### src/rtl/pulse_sequencer.sv
// pulse_sequencer: multi-channel timed pulse-issue buffer.
// The core pushes {channel, delay, addr} descriptors. Each channel keeps them in its own
// FIFO and fires each one after its delay. Every fire is a one-cycle strobe on
// pulse_valid, and pulse_addr holds the address of the last fire. A channel can reload
// from its FIFO on the same edge that it fires.
module pulse_sequencer #(
  parameter int NUM_CH  = 4,
  parameter int DEPTH   = 8,
  parameter int DELAY_W = 16,
  parameter int ADDR_W  = 12,
  localparam int CH_W   = (NUM_CH > 1) ? $clog2(NUM_CH) : 1
) (
  input  logic                     clk,
  input  logic                     reset,
  input  logic                     in_valid,
  output logic                     in_ready,
  input  logic [CH_W-1:0]          in_ch,
  input  logic [DELAY_W-1:0]       in_delay,
  input  logic [ADDR_W-1:0]        in_addr,
  input  logic                     pause,
  input  logic                     flush,
  output logic [NUM_CH-1:0]        pulse_valid,
  output logic [NUM_CH*ADDR_W-1:0] pulse_addr,
  output logic [NUM_CH-1:0]        ch_full,
  output logic                     idle,
  output logic                     err_bad_ch
);
  localparam int PTR_W = (DEPTH > 1) ? $clog2(DEPTH) : 1;
  localparam int CNT_W = PTR_W + 1;
  localparam int ENT_W = DELAY_W + ADDR_W;

  typedef enum logic {S_IDLE, S_WAIT} state_t;

  state_t             state_q      [NUM_CH];
  logic [DELAY_W-1:0] cnt_q        [NUM_CH];
  logic [ADDR_W-1:0]  addr_q       [NUM_CH];
  logic [ENT_W-1:0]   mem_q        [NUM_CH][DEPTH];
  logic [PTR_W-1:0]   rd_ptr_q     [NUM_CH];
  logic [PTR_W-1:0]   wr_ptr_q     [NUM_CH];
  logic [CNT_W-1:0]   count_q      [NUM_CH];
  logic [ADDR_W-1:0]  pulse_addr_q [NUM_CH];
  logic [NUM_CH-1:0]  fresh_q;       // entry written on the last edge, not yet poppable
  logic [NUM_CH-1:0]  pulse_valid_q;
  logic               err_q;

  logic              bad_ch, sel_full, push_ok;
  logic [NUM_CH-1:0] push, avail, load, fire;

  // Per-channel status: full, poppable head, fire and load decisions, global idle
  always_comb begin
    ch_full = '0;
    avail   = '0;
    fire    = '0;
    load    = '0;
    idle    = 1'b1;
    for (int k = 0; k < NUM_CH; k++) begin
      ch_full[k] = (count_q[k] == CNT_W'(DEPTH));
      // A freshly written entry becomes readable one cycle after its push edge
      avail[k]   = (count_q[k] > CNT_W'(fresh_q[k]));
      fire[k]    = !pause && (state_q[k] == S_WAIT) && (cnt_q[k] == '0);
      load[k]    = !pause && avail[k] && ((state_q[k] == S_IDLE) || fire[k]);
      if ((count_q[k] != '0) || (state_q[k] != S_IDLE)) idle = 1'b0;
    end
  end

  // Push handshake: refuse on a full target even if it pops this cycle; bad channels are swallowed
  always_comb begin
    bad_ch   = (int'(in_ch) >= NUM_CH);
    sel_full = 1'b0;
    for (int k = 0; k < NUM_CH; k++)
      if (in_ch == CH_W'(k)) sel_full = ch_full[k];
    in_ready = !reset && (bad_ch || !sel_full);
    push_ok  = in_valid && in_ready && !flush && !bad_ch;
    push     = '0;
    for (int k = 0; k < NUM_CH; k++)
      push[k] = push_ok && (in_ch == CH_W'(k));
  end

  // Control state: FIFO pointers/counts, channel FSMs, fire strobes and error strobe
  always_ff @(posedge clk or posedge reset) begin
    if (reset) begin
      for (int k = 0; k < NUM_CH; k++) begin
        state_q[k]      <= S_IDLE;
        cnt_q[k]        <= '0;
        rd_ptr_q[k]     <= '0;
        wr_ptr_q[k]     <= '0;
        count_q[k]      <= '0;
        pulse_addr_q[k] <= '0;
      end
      fresh_q       <= '0;
      pulse_valid_q <= '0;
      err_q         <= 1'b0;
    end else if (flush) begin
      for (int k = 0; k < NUM_CH; k++) begin
        state_q[k]  <= S_IDLE;
        cnt_q[k]    <= '0;
        rd_ptr_q[k] <= '0;
        wr_ptr_q[k] <= '0;
        count_q[k]  <= '0;
      end
      fresh_q       <= '0;
      pulse_valid_q <= '0;
      err_q         <= 1'b0;
    end else begin
      fresh_q       <= push;
      pulse_valid_q <= fire;
      err_q         <= in_valid && in_ready && bad_ch;
      for (int k = 0; k < NUM_CH; k++) begin
        if (push[k]) wr_ptr_q[k] <= wr_ptr_q[k] + 1'b1;
        if (load[k]) rd_ptr_q[k] <= rd_ptr_q[k] + 1'b1;
        if (push[k] && !load[k])      count_q[k] <= count_q[k] + 1'b1;
        else if (!push[k] && load[k]) count_q[k] <= count_q[k] - 1'b1;
        if (fire[k]) pulse_addr_q[k] <= addr_q[k];
        if (!pause) begin
          if (load[k]) begin
            state_q[k] <= S_WAIT;
            cnt_q[k]   <= mem_q[k][rd_ptr_q[k]][ADDR_W +: DELAY_W];
          end else if ((state_q[k] == S_WAIT) && (cnt_q[k] != '0)) begin
            cnt_q[k] <= cnt_q[k] - 1'b1;
          end else if (fire[k]) begin
            state_q[k] <= S_IDLE;
          end
        end
      end
    end
  end

  // Descriptor storage and loaded address (data only, no reset needed)
  always_ff @(posedge clk) begin
    for (int k = 0; k < NUM_CH; k++) begin
      if (push[k]) mem_q[k][wr_ptr_q[k]] <= {in_delay, in_addr};
      if (load[k] && !flush) addr_q[k] <= mem_q[k][rd_ptr_q[k]][ADDR_W-1:0];
    end
  end

  // Flatten per-channel fired addresses onto the output bus
  always_comb begin
    pulse_addr = '0;
    for (int k = 0; k < NUM_CH; k++)
      pulse_addr[k*ADDR_W +: ADDR_W] = pulse_addr_q[k];
  end

  assign pulse_valid = pulse_valid_q;
  assign err_bad_ch  = err_q;

endmodule

### config.mk
export PLATFORM = sky130hd
export DESIGN_NAME = pulse_sequencer
export DESIGN_NICKNAME = d
export VERILOG_FILES = /design/src/rtl/pulse_sequencer.sv
export SDC_FILE = /design/constraint.sdc
export NUM_CORES = 1
export LEC_CHECK = 0
export CAP_MARGIN = 20
export CORE_ASPECT_RATIO = 1.25
export CORE_MARGIN = 2
export CORE_UTILIZATION = 30
export DETAILED_ROUTE_END_ITERATION = 10
export GPL_TIMING_DRIVEN = 1
export PLACE_DENSITY = 0.43
export SYNTH_ARGS = -nofsm -noshare
export SYNTH_HDL_FRONTEND = slang
export SYNTH_SLANG_ARGS = --single-unit
### constraint.sdc
create_clock -name clk -period 8.4 [get_ports clk]
set_clock_uncertainty 0.15 [all_clocks]
set_input_delay 1.68 -clock clk [delete_from_list [all_inputs] [get_ports clk]]
set_output_delay 1.68 -clock clk [all_outputs]
set_load 0.005 [all_outputs]
==> results of run 1 <==
==> placed cells by master (no fill, tap or decap), types with 53 or more instances in the layout <==
cell type	synthesis	layout
mux2_2	79	79
edfxtp_1	944	944
mux2i_1	53	53
dfrtp_1	164	155
buf_4	1	91
nand2_1	202	202
clkdlybuf4s50_1	0	91
o21ai_0	64	63
mux4_2	225	225
a21oi_1	76	73
clkbuf_16	0	110
nor2_1	99	86
==> registers in the layout, summed over array words and instances (netlist names) <==
register / cells
fresh_q: 4
wr_ptr_q: 12
pulse_addr: 48
mem_q: 896
cnt_q: 64
state_q: 4
rd_ptr_q: 12
count_q: 16
addr_q: 48
pulse_valid: 4
==> cells by family after synthesis <==
kind of cell | count (synthesis)
flops | 1108
other cells | 1
fa+ha+maj | 32
mux | 357
simple gates | 508
compound gates | 254
xor+xnor | 18
buf+inv | 160
==> worst max-delay path: cells and delay by family <==
family / cells / cell delay [ns]
buffers and inverters: 2 / 1.23
muxes: 1 / 0.58
and+or+nand+nor: 1 / 0.11
==> worst max path at each step <==
stage	startpoint	end	slack, ns	depth (start not counted)
after floorplan	reset	mem_q[3][196]	0.96	5
after global placement	in_ch[1]	mem_q[0][36]	2.63	5
after detailed placement	in_ch[1]	mem_q[0][36]	2.64	5
after CTS	in_ch[0]	in_ready	2.99	4
after global routing	in_ch[0]	in_ready	2.93	4
final	in_ch[0]	in_ready	2.98	4
==> metal layers <==
metal	GRT usage, %	up-vias
li1	-	10100
met1	19.8	12500
met2	26.2	466
met3	1.80	150
met4	5.32	2
met5	0	-
==> cell type report <==
type	count	area [sq um]	share of cell area (%)
Inverter	47	183	0.354
Multi-Input combinational cell	1170	11300	21.9
Clock buffer	140	2940	5.69
Clock inverter	63	683	1.32
Antenna cell	2	5.00	0.00970
Tap cell	1908	2390	4.63
Sequential cell	1108	32500	63.0
Timing Repair Buffer	183	1600	3.10
==> metrics by stage <==
| stage | area, sq um | utilization, % |
|---|---|---|
| 2_1_floorplan | 44200 | - |
| 3_3_place_gp | 47900 | 32.8 |
| 3_5_place_dp | 47900 | 32.8 |
| 4_1_cts | 51600 | 35.2 |
| 5_1_grt | 51600 | 35.2 |
| 6_report | 51600 | 35.2 |
==> where the power goes <==
group / leakage, nW / switching [mW] / internal (mW) / total [mW]
Combinational: 4.27 / 1.84 / 1.45 / 3.29
Clock: 1.77 / 2.10 / 2.87 / 4.97
Sequential: 10.7 / 0.384 / 6.31 / 6.69
==> impl_metrics.json, run 1 <==
{
  "required_ns": 6.57,
  "path_class": "input port to output pin",
  "die_area_sq_mm": 0.150,
  "status": "completed",
  "wl_met3_mm": 4.10,
  "powerDensity_mw_per_mm2": 290,
  "fmax_ghz": 0.184,
  "die_h_um": 433,
  "fin_setup_tns_ns": 0,
  "port_buffers": 92,
  "synth_fa_ha_area_share_pct": 0.973,
  "cpMaxStageDelayCell": "clkdlybuf4s50_1",
  "critPathArrivalTime_ns": 3.59,
  "worstHoldStart": "addr_q[3][2]",
  "wl_mm": 114,
  "start_util_pct": 30.2,
  "area_growth_pct": 16.7,
  "root_buffer": "clkbuf_16",
  "firstDrtPassIters": 7,
  "grt_antenna_before_repair": 7,
  "yosys.area.top_type_share_pct": 64.1,
  "grt_pass1_vias": 24600,
  "start_kind": "input port",
  "preCtsSetupSlack_ns": 2.64,
  "synth_nets": 2505,
  "async_flop_share_pct": 14.8,
  "r2r_setup_slack_ns": 4.25,
  "syn_avg_cell_area_sq_um": 18.1,
  "cts.sinks": 1108,
  "gp_congestion": 0.831,
  "post-route-period-util_pct": 64.6,
  "hpwl_mm": 65.0,
  "gr-total-overflow": 0,
  "period_needed_ns": 5.42,
  "hold_depth": 2,
  "post-cts-setup-buffers": 0,
  "yosys.area.top_type": "edfxtp_1",
  "synth_xor_area_share_pct": 0.357,
  "seq_area_frac_synth_pct": 73.4,
  "min_to": "pulse_addr[38]",
  "grt_pass1_wl_mm": 167,
  "synth.most_common_cell": "edfxtp_1",
  "cts_made_buffers": 109,
  "ff2ff_path_depth": 11,
  "cp_max_fo": 5,
  "cts_buffer_depth": 3,
  "crit_chain": "clkdlybuf4s50_1 -> mux4_2 -> nor2_1 -> clkdlybuf4s50_1",
  "slowest_delay_ns": 0.70,
  "total_power_mw": 14.9,
  "path_clk_slew_ns": 0.06,
  "synthSimpleGateAreaFrac_pct": 5.45,
  "fin_ws_ns": 2.98,
  "htreeDepth": 3,
  "synth_common_cells": "edfxtp_1, mux4_2, nand2_1, dfrtp_1, nor2_1",
  "grt_max_degree": 66,
  "hold_viol": 0,
  "max_slew.worst_pin.slew_ns": 1.08,
  "grt_usage_pct": 15.2,
  "drv_cap": 0,
  "drive_gt1_share_pct": 23.2,
  "fill_cells": 13700,
  "nNetsFinal": 2686,
  "power.leakage_nw": 16.7,
  "wl_per_cell_um": 24.8,
  "whs_ns": 0.290,
  "relSlewSlack_pct": 27.8,
  "ys_types": 76,
  "highest_layer": "met5",
  "clk_latency_ns": 0.71,
  "rsz0062_at_grt": "no",
  "ys.warnings.count": 0,
  "drt-initial-drc-count": 1715,
  "core_region_area_sq_mm": 0.146,
  "hold_class": "flip-flop to flip-flop",
  "drc": 0,
  "synth_flop_cell": "edfxtp_1",
  "netlist_area_sq_mm": 0.0442,
  "finalSetupViolCount": 0,
  "vias": 23200,
  "ys_ff_latch": 1108,
  "maxSlewViolCount": 0,
  "ys_top_cells_by_area": "edfxtp_1, mux4_2, dfrtp_1",
  "routed_via_density": 5.02,
  "final_cells": 4621,
  "worstSetupEndpointType": "output pin",
  "die_w_um": 347,
  "io_pins": 94,
  "row_count": 157,
  "crit_top_cell": "clkdlybuf4s50_1",
  "placed_cells": 4415,
  "ant_nets": 0,
  "ctsResizeCount": 0,
  "reg2reg_from": "cnt_q[26]",
  "reg2reg_to": "count_q[7]",
  "syn_inst": 2438,
  "tritoncts": "yes",
  "cts_hold_buf": 0,
  "vdd_drop_max_mv": 0.183,
  "wl_met2_mm": 57.5,
  "synth_edf_count": 944,
  "synth-compound-area-share_pct": 3.71,
  "synth_top_family_by_area": "multiplexers",
  "yosys-mux-area-fraction_pct": 14.7,
  "wl_met1_mm": 49.7
}
(Power assumes the default switching activity.)
==> inputs of run 2 (changes only) <==
clock period = 5.5 ns   (was 8.4 ns; I/O delays follow)
==> impl_metrics.json, run 2 (same netlist as run 1, synthesis figures left out) <==
{
  "clk_latency_ns": 0.71,
  "tritoncts": "yes",
  "io_pins": 94,
  "fin_area_sq_mm": 0.0518,
  "layout_common_cells": "edfxtp_1, mux4_2, nand2_1, dfrtp_1, clkbuf_16",
  "gp_congestion": 0.820,
  "grt_pass1_wl_mm": 169,
  "status": "completed",
  "area_growth_pct": 17.1,
  "period_needed_ns": 4.29,
  "placed_cells": 4422,
  "powerDensity_mw_per_mm2": 441,
  "cts_hold_buf": 0,
  "grt_pass1_vias": 24700,
  "cts.sinks": 1108,
  "worstHoldStart": "addr_q[1][11]",
  "path_class": "flip-flop to output pin",
  "max_slew.worst_pin.slew_ns": 1.09,
  "firstDrtPassIters": 5,
  "worstSetupEndpointType": "output pin",
  "wl_mm": 115,
  "fmax_ghz": 0.233,
  "gr-total-overflow": 0,
  "rsz0062_at_grt": "no",
  "row_count": 157,
  "die_h_um": 433,
  "hold_class": "flip-flop to flip-flop",
  "drv_cap": 0,
  "ctsResizeCount": 0,
  "vdd_drop_max_mv": 0.264,
  "core_region_area_sq_mm": 0.146,
  "drive_gt1_share_pct": 23.3,
  "cts_buffer_depth": 3,
  "path_clk_slew_ns": 0.06,
  "power.leakage_nw": 16.8,
  "die_area_sq_mm": 0.150,
  "drt-initial-drc-count": 1746,
  "critPathArrivalTime_ns": 3.04,
  "root_buffer": "clkbuf_16",
  "start_util_pct": 30.2,
  "hold_viol": 0,
  "final_cells": 4637,
  "drc": 0,
  "grt_max_degree": 59,
  "vias": 23100,
  "required_ns": 4.25,
  "cts_made_buffers": 111,
  "nNetsFinal": 2698,
  "post_dp_cell_area_sq_mm": 0.0481,
  "grt_antenna_before_repair": 3,
  "hpwl_mm": 63.9,
  "die_w_um": 347,
  "largest_reg_flops": 896,
  "maxSlewViolCount": 0,
  "cp_max_fo": 6,
  "htreeDepth": 3,
  "relSlewSlack_pct": 27.2,
  "fill_cells": 13600,
  "port_buffers": 92,
  "grt_usage_pct": 15.4,
  "start_kind": "flip-flop",
  "routed_via_density": 4.98,
  "layout_commonest_cell": "edfxtp_1",
  "post-route-period-util_pct": 78.1,
  "reg2reg_from": "cnt_q[7]",
  "finalSetupViolCount": 0,
  "wl_per_cell_um": 24.9,
  "worstSetupStartpoint": "count_q[12]",
  "post-cts-setup-buffers": 0,
  "ant_nets": 0
}
[run 2: cell types whose count changed in the layout (fill, tap and decap cells not counted), sizes merged]
cell	change
buf	+10
bufinv	-2
clkbuf	+10
clkinv	+1
clkinvlp	-3
diode	+1
inv	-1
[run 2: final timing paths]
kind | slack (ns) | endpoint | cells after the start
min in group asynchronous | 0.94 | count_q[7] | 3
worst min register to register | 0.30 | pulse_addr[23] | 2
worst max-delay path | 1.21 | in_ready | 4
worst max register to register | 1.80 | cnt_q[0] | 6
max in group asynchronous | 2.75 | rd_ptr_q[0] | 4
worst min-delay path | 0.30 | pulse_addr[23] | 2
[run 2: metrics by stage]
stage	hold WS, ns	util, %	TNS [ns]	total power [mW]	worst slack [ns]
detailed placement	0.285	32.9	0	15.4	1.12
global route	0.324	35.4	0	24.0	1.07
floorplan	0.272	-	-106.65	13.6	-0.845
CTS	0.302	35.3	0	23.1	1.15
finish	0.295	35.4	0	22.8	1.21
global placement	0.284	32.9	0	15.3	1.13
[run 2: critical path: stages (launching register included)]
cell             delay (ns)
dfrtp_1                0.51
nor4b_4                0.93
mux4_2                 0.40
nor2_1                 0.04
clkdlybuf4s50_1        0.44
[run 2: cell type report]
class                      instances  area, sq um  area share, %
clock buffer                     150         3000           5.79
multi-input combinational       1170        11400           22.0
tap                             1908         2390           4.61
clock inverter                    58          613           1.18
timing repair buffer             193         1720           3.33
antenna                            3         7.51         0.0145
inverter                          47          186          0.360
sequential                      1108        32500           62.7
[run 2: power breakdown]
| group | total (mW) | internal (mW) | switching [mW] |
|---|---|---|---|
| Sequential | 10.3 | 9.63 | 0.714 |
| Combinational | 4.88 | 2.23 | 2.64 |
| Clock | 7.60 | 4.34 | 3.26 |
[run 2: metal layers]
layer | routed length [um] | global-route usage (%) | vias up
li1 | - | - | 10100
met1 | 49600 | 19.7 | 12300
met2 | 57300 | 26.3 | 532
met3 | 4740 | 2.34 | 159
met4 | 3660 | 5.99 | 2
met5 | 9 | 0 | -
==> inputs of run 3 (changes only) <==
clock period = 4 ns   (was 5.5 ns; I/O delays follow)
==> impl_metrics.json, run 3 (same netlist as run 1, synthesis figures left out) <==
{
  "status": "completed",
  "rsz0062_at_grt": "no",
  "grt_pass1_vias": 24700,
  "placed_cells": 4468,
  "clk_latency_ns": 0.71,
  "layout_common_cells": "edfxtp_1, mux4_2, nand2_1, dfrtp_1, buf_4",
  "area_growth_pct": 19.0,
  "path_class": "flip-flop to output pin",
  "drt-initial-drc-count": 1943,
  "ant_nets": 0,
  "post-cts-setup-buffers": 0,
  "crit_chain": "nor3_1 -> nand2_1 -> inv_1 -> mux4_2 -> nor2_1 -> clkdlybuf4s50_1",
  "grt_use_met1_pct": 19.5,
  "drive_gt1_share_pct": 25.2,
  "port_buffers": 92,
  "period_needed_ns": 3.74,
  "max_slew.worst_pin.slew_ns": 1.05,
  "final_cells": 4681,
  "cp_max_fo": 6,
  "nNetsFinal": 2740,
  "hold_class": "flip-flop to flip-flop",
  "grt_antenna_before_repair": 6,
  "gp_congestion": 0.817,
  "fin_area_sq_mm": 0.0526,
  "critPathArrivalTime_ns": 2.79,
  "drc": 0,
  "cts.sinks": 1108,
  "worstSetupEndpointType": "output pin",
  "hold_viol": 0,
  "grt_max_degree": 122,
  "cts_hold_buf": 0,
  "grt-busiest-layer": "met2",
  "powerDensity_mw_per_mm2": 609,
  "finalSetupViolCount": 0,
  "root_buffer": "clkbuf_16",
  "htreeDepth": 3,
  "power.leakage_nw": 17.1,
  "io_pins": 94,
  "maxSlewViolCount": 0,
  "core_region_area_sq_mm": 0.146,
  "die_w_um": 347,
  "grt_use_met2_pct": 26.1,
  "tritoncts": "yes",
  "critPathBufInv": 2,
  "row_count": 157,
  "wl_per_cell_um": 24.2,
  "post-route-period-util_pct": 93.6,
  "start_kind": "flip-flop",
  "die_area_sq_mm": 0.150,
  "post_dp_cell_area_sq_mm": 0.0487,
  "gr-total-overflow": 0,
  "fmax_ghz": 0.267,
  "drv_cap": 0,
  "required_ns": 3.05,
  "routed_via_density": 4.96,
  "slowest_delay_ns": 0.51,
  "met3_usage_pct": 1.87,
  "cts_made_buffers": 110,
  "hpwl_mm": 68.0,
  "critPathTopFamily": "buffers and inverters",
  "vias": 23200,
  "relSlewSlack_pct": 30.3,
  "grt_pass1_wl_mm": 167,
  "cpMaxStageDelayCell": "clkdlybuf4s50_1",
  "firstDrtPassIters": 5,
  "start_util_pct": 30.2,
  "vdd_drop_max_mv": 0.397,
  "largest_reg_flops": 896,
  "cts_buffer_depth": 3,
  "die_h_um": 433,
  "grt_usage_pct": 15.1,
  "wl_mm": 113,
  "layout_commonest_cell": "edfxtp_1",
  "total_power_mw": 32.0,
  "path_clk_slew_ns": 0.07
}
run 3: cell types whose count changed in the layout (fill, tap and decap cells not counted), sizes merged:
cell,change
buf,+43
clkbuf,-10
clkinvlp,+10
clkinv,-7
bufinv,+6
inv,+3
diode,-1
run 3: cell type report:
class                           count  area (sq um)
Clock inverter                     70           852
Timing Repair Buffer              236          2280
Antenna cell                        2          5.00
Tap cell                         1908          2390
Clock buffer                      140          2980
Inverter                           47           193
Sequential cell                  1108         32500
Fill cell                       13600         93700
Multi-Input combinational cell   1170         11400
run 3: final timing paths:
path                               from             end  slack [ns]  cells past startpoint
max                          count_q[0]        in_ready        0.26                      6
min reg2reg                addr_q[1][8]  pulse_addr[20]        0.30                      2
min in group asynchronous         reset      count_q[5]        0.58                      3
max reg2reg                   cnt_q[26]      count_q[7]        0.50                     11
max in group asynchronous         reset     rd_ptr_q[9]        1.73                      4
min                        addr_q[1][8]  pulse_addr[20]        0.30                      2
run 3: report_power, final:
group | internal [mW] | total, mW | switching, mW
clock | 6.39 | 10.9 | 4.51
combinational | 3.18 | 7.01 | 3.83
sequential | 13.2 | 14.1 | 0.873
run 3: worst reg2reg max path, cell delays in order (launching register included):
cell and delay (ns):
dfrtp_1 0.44, or3_1 0.50, or4_4 0.54, o31ai_4 0.28, nand2_4 0.17, nand2_4 0.12, ha_1 0.23, a21o_1 0.18
a21oi_1 0.17, a21oi_1 0.07, a22oi_1 0.20, mux2_2 0.35
run 3: layer usage:
layer | routed length (um) | up-vias
li1 | - | 10200
met1 | 48900 | 12400
met2 | 56900 | 490
met3 | 4110 | 158
met4 | 3460 | 0
met5 | 0 | -
run 3: per-stage QoR:
stage | hold WS (ns) | TNS, ns | setup WS (ns) | utilization [%]
2_1_floorplan | 0.272 | -565.41 | -1.14 | -
3_3_place_gp | 0.275 | 0 | 0.0703 | 33.3
3_5_place_dp | 0.286 | 0 | 0.202 | 33.3
4_1_cts | 0.300 | 0 | 0.0392 | 35.9
5_1_grt | 0.322 | 0 | 0.0994 | 35.9
6_report | 0.297 | 0 | 0.257 | 35.9
run 3: timing repair:
| action | CTS | global route |
|---|---|---|
| resized for setup | 0 | 1 |
| hold endpoints to repair | 0 | 0 |
| setup endpoints to repair | 0 | 1 |
